`config.mk`:
```
export PLATFORM = sky130hd
export DESIGN_NAME = merge16_sequencer
export DESIGN_NICKNAME = d
export VERILOG_FILES = /design/src/rtl/merge16_sequencer.sv
export SDC_FILE = /design/constraint.sdc
export NUM_CORES = 1
export LEC_CHECK = 0
export CORE_MARGIN = 2
export CORE_UTILIZATION = 39
export CTS_CLUSTER_DIAMETER = 60
export DETAILED_ROUTE_END_ITERATION = 8
export MAX_ROUTING_LAYER = met4
export PLACE_DENSITY = 0.78
export SETUP_SLACK_MARGIN = 0.3
export SYNTH_ARGS = -nofsm -noshare
export SYNTH_HDL_FRONTEND = slang
export SYNTH_SLANG_ARGS = --single-unit
```
`constraint.sdc`:
```
create_clock -name clock4x -period 5.14 [get_ports clock4x]
set_clock_uncertainty 0.05 [all_clocks]
set_input_delay 1.028 -clock clock4x [delete_from_list [all_inputs] [get_ports clock4x]]
set_output_delay 1.028 -clock clock4x [all_outputs]
set_load 0.005 [all_outputs]
```
`src/rtl/merge16_sequencer.sv`:
```
// BX frame controller for the 16-to-8 cluster merge sorter: phase tracking,
// strobe alignment health, and a token pipeline that captures sorter results.
module merge16_sequencer #(
  parameter int MXADRBITS   = 11,
  parameter int MXCNTBITS   = 3,
  parameter int SORT_LAT    = 4,
  parameter int LOCK_FRAMES = 8
) (
  input  logic                   clock4x,
  input  logic                   reset,
  input  logic                   bx_strobe,
  input  logic [15:0]            vpfs_in,
  input  logic [8*MXADRBITS-1:0] sorted_adr,
  input  logic [8*MXCNTBITS-1:0] sorted_cnt,
  output logic [1:0]             phase,
  output logic                   frame_valid,
  output logic [8*MXADRBITS-1:0] cluster_adr,
  output logic [8*MXCNTBITS-1:0] cluster_cnt,
  output logic [7:0]             cluster_vld,
  output logic [4:0]             n_clusters,
  output logic                   overflow,
  output logic                   locked,
  output logic                   sync_err,
  output logic [7:0]             sync_err_cnt
);

  localparam int LAST = SORT_LAT - 1;
  localparam logic [3:0] LOCK_N = 4'(LOCK_FRAMES);
  localparam logic [MXADRBITS-1:0] ADR_INVALID = '1;

  function automatic logic [4:0] popcount16(input logic [15:0] v);
    logic [4:0] n;
    n = '0;
    for (int i = 0; i < 16; i++) n = n + {4'd0, v[i]};
    return n;
  endfunction

  // phase_q is where the free-running frame counter would be this cycle.
  logic [1:0] phase_q;
  logic       armed;
  logic [3:0] good_cnt;
  logic [3:0] good_next;
  logic       strobe_good;
  logic       strobe_early;
  logic       strobe_missing;
  logic       err_now;

  always_comb begin
    phase          = bx_strobe ? 2'd0 : phase_q;
    strobe_good    = bx_strobe && armed && (phase_q == 2'd0);
    strobe_early   = bx_strobe && armed && (phase_q != 2'd0);
    strobe_missing = !bx_strobe && armed && (phase_q == 2'd0);
    err_now        = strobe_early || strobe_missing;
    good_next      = (good_cnt == 4'hF) ? good_cnt : good_cnt + 4'd1;
  end

  always_ff @(posedge clock4x or posedge reset) begin
    if (reset) begin
      phase_q      <= 2'd0;
      armed        <= 1'b0;
      good_cnt     <= 4'd0;
      locked       <= 1'b0;
      sync_err     <= 1'b0;
      sync_err_cnt <= 8'd0;
    end else begin
      phase_q  <= phase + 2'd1;
      sync_err <= err_now;
      if (err_now) begin
        locked   <= 1'b0;
        good_cnt <= 4'd0;
        if (sync_err_cnt != 8'hFF) sync_err_cnt <= sync_err_cnt + 8'd1;
      end else if (bx_strobe && !armed) begin
        // The first strobe after reset starts the good run.
        armed    <= 1'b1;
        good_cnt <= 4'd1;
        if (LOCK_N <= 4'd1) locked <= 1'b1;
      end else if (strobe_good) begin
        good_cnt <= good_next;
        if (good_next >= LOCK_N) locked <= 1'b1;
      end
    end
  end

  // Token pipeline: bit LAST is visible in cycle T+SORT_LAT for a strobe at T.
  logic [SORT_LAT-1:0] tok_v;
  logic [4:0]          tok_n [SORT_LAT];

  always_ff @(posedge clock4x or posedge reset) begin
    if (reset) begin
      tok_v <= '0;
      for (int i = 0; i < SORT_LAT; i++) tok_n[i] <= 5'd0;
    end else begin
      tok_v[0] <= bx_strobe;
      tok_n[0] <= popcount16(vpfs_in);
      for (int i = 1; i < SORT_LAT; i++) begin
        tok_v[i] <= tok_v[i-1];
        tok_n[i] <= tok_n[i-1];
      end
    end
  end

  logic [7:0] slot_vld;

  always_comb begin
    slot_vld = '0;
    for (int i = 0; i < 8; i++)
      slot_vld[i] = (sorted_adr[i*MXADRBITS +: MXADRBITS] != ADR_INVALID);
  end

  always_ff @(posedge clock4x or posedge reset) begin
    if (reset) begin
      frame_valid <= 1'b0;
      cluster_adr <= '1;
      cluster_cnt <= '0;
      cluster_vld <= '0;
      n_clusters  <= 5'd0;
      overflow    <= 1'b0;
    end else begin
      frame_valid <= tok_v[LAST];
      if (tok_v[LAST]) begin
        cluster_adr <= sorted_adr;
        cluster_cnt <= sorted_cnt;
        cluster_vld <= slot_vld;
        n_clusters  <= tok_n[LAST];
        overflow    <= (tok_n[LAST] >= 5'd9);
      end
    end
  end

endmodule

```
==> out/metrics.cfg <==
[status]
outcome=completed

[cts]
cts.path.max_buffers=2
clk_pin_slew_ns=0.06
root_buffer=clkbuf_16
clock_sinks=168
cts_buffers=17
cts_resized=0
cts_tree=yes
post-cts-setup-buffer-count=0
hold_buffers=0
clkLatencyLatePin_ns=0.41
htree_levels=4

[floorplanning]
die_w_um=135.4
initial_core_util_pct=39.36
die-area_sq_um=18340
io_pins=270
core_area_sq_um=17120
die_y_um=135.4
rows=48

[worst_setup_path]
reg2reg_from=tok_v[3]
crit_path_frequent_cell=fa_1
critPathCaptureType=register
crit_required_ns=5.39
path_class=in -> reg
start_kind=input pin
crit_chain=clkdlybuf4s50_1, fa_1, inv_1, fa_1, fa_1, fa_1, inv_1, ha_1, fa_1, a21oi_1, nor2b_1
rr_worst_depth=2
max_stage_delay_ns=0.55
ff2ff_setup_slack_ns=2.70
worstPathArrival_ns=4.39
worstPathMaxFanout=2
critPathSlowestCell=fa_1
worst_r2r_endpoint=n_clusters[3]
critical_path.startpoint=vpfs_in[0]
crit_end=tok_n[19]

[cells_and_area]
drive_above_1_share_pct=32.93
syn2layout_area_growth_pct=53.05
seqCellArea_sq_um=4318
multi_input_area_sq_um=2291
final_cell_area_sq_um=10310
layoutNonFillerInstCount=963
final_util_pct=60.25
fillers=1318
antenna_cells=0
fin_nets=873

[timing]
hold_viol_final=0
finalSetupTns_ns=0
worst_pin_slew_ns=1.182
clock.fmax_mhz=241.5
setup_viol=0
rsz0062_at_grt=no
fin_crit_ns=4.140
relSlewSlack_pct=21.22
drv_slew=0
fin_crit_sh_pct=80.55

[power_and_ir_drop]
power.leakage_uw=0.004105
power_density_nw_per_um2=375.6
ir_worst_vdd_mv=0.2479
total_power_uw=3874

[synth]
synthDominantAreaCellType=dfstp_2
ys_ff_latch=168
syn_nets=599
synth.avg_cell_area_sq_um=14.94
netlist_instances=451
synthTopCellsByArea=dfstp_2 (34%), dfrtp_1 (30%), mux2_2 (20%)
synth_top_area_share_pct=34.32
yosysSeqAreaShare_pct=64.03
syn_area_sq_um=6738
yosysWarningCount=0
yosysUniqueCellTypes=34

[grt]
overflow=0
grt_pass1_vias=5078
gr-usage-all-layers_pct=18.24
grt_max_degree=140
antenna_found_initial=0
grt_pass1_wl_mm=25.32

[place]
dp.cells=931
placed_area_sq_um=9682
hpwl_mm=11.93
portBuffers=269
gp_congestion=0.8014

[routing]
drt_iter0_markers=213
drt-pass1-iter-count=4
drc=0
vias=4675
wirelength_mm=16.15
post_drt_wl_per_cell_um=16.77
postRouteAntennaNets=0
viasPerCell=4.855

[min_path]
hp-class=reg -> reg

[job]
drv_cap=0

metrics by stage:
step                setup WS (ns)  hold slack (ns)
global placement           0.6364           0.2825
detailed placement         0.5653           0.2858
CTS                         1.011           0.2993
global route               0.8703           0.2998
floorplan                   1.140           0.2812
finish                     0.9996           0.2962
synth_stat cells:
cell      count
mux2_2      119
o22ai_1       3
dfrtp_1      80
dfstp_2      88
or4b_4        1
nand3_1      12
xnor2_1       4
buf_2         4
fa_1         10
a21oi_1      15
nor2_1       11
nand3b_1      1
nand2b_1      5
o21ai_0       5
and3_1        2
clkbuf_1     12
nor3_1        8
mux2_1        1
nor2b_1       4
o211ai_1      1
a41oi_1       2
a31oi_1       3
nand2_1       6
a21o_1        1
ha_1          7
mux2i_1       2
nand4_1      19
or3_1         1
and4_1        1
or2_2         1
xor2_1        2
and2_1        1
a21oi_2       1
inv_1        18
layout by cell type (no fill, tap or decap), types with 6 or more instances in the layout:
cell type / instances
a21oi_1: 15
fa_1: 10
dfrtp_1: 79
clkdlybuf4s50_1: 269
nand2_1: 6
nor3_1: 8
nand3_1: 12
inv_1: 17
nand4_1: 19
dfstp_2: 88
nor2_1: 11
clkbuf_16: 17
mux2_2: 119
ha_1: 7
critical path: cells and delay by family:
| family | cells | cell delay (ns) |
|---|---|---|
| buffers and inverters | 3 | 0.53 |
| adders and majority gates | 6 | 2.62 |
| AOI/OAI and AO/OA | 1 | 0.16 |
| and+or+nand+nor | 1 | 0.06 |
flip-flops by register name (all words and copies together), names as in the netlist, 2 cells and up:
register,flops
cluster_adr,88
cluster_cnt,24
cluster_vld,8
good_cnt,4
n_clusters,5
phase_q,2
sync_err_cnt,8
tok_n,20
tok_v,4
cell families after synthesis:
kind of cell	after synthesis	share of synthesized area (%)
compound gates	31	2.656
xor+xnor	6	0.7799
fa+ha+maj	17	4.271
buf+inv	34	1.968
flops	168	64.03
mux	122	20.35
simple gates	73	5.943
layer usage:
layer / vias to the layer above / global-route usage, % / part of all wire (%)
met2: 178 / 30.74 / 51
met1: 2317 / 20.81 / 40
met4: 0 / 7.002 / 2.6
met5: - / - / 0
li1: 2148 / - / -
met3: 32 / 5.051 / 6.3
worst min-delay path by stage:
stage	startpoint	end	slack, ns	cells after the start
6_report	tok_n[7]	tok_n[2]	0.30	0
5_1_grt	tok_n[7]	tok_n[2]	0.30	0
4_1_cts	tok_n[9]	tok_n[4]	0.30	0
3_5_place_dp	tok_n[9]	tok_n[4]	0.29	0
3_3_place_gp	tok_v[0]	tok_v[1]	0.28	0
2_1_floorplan	tok_n[5]	tok_n[0]	0.28	0
layout make-up:
cell class,count,share of cell area [%]
Clock buffer,22,4.501
Tap cell,225,2.730
Sequential cell,168,41.87
Multi-Input combinational cell,249,22.22
Clock inverter,10,1.614
Inverter,18,0.6916
Timing Repair Buffer,271,26.38
where the power goes:
part	total (uW)	internal (uW)	switching [uW]
sequential	1720	1590	134
combinational	805	515	290
clock	1350	843	504
Power figures use the tool's default switching activity.
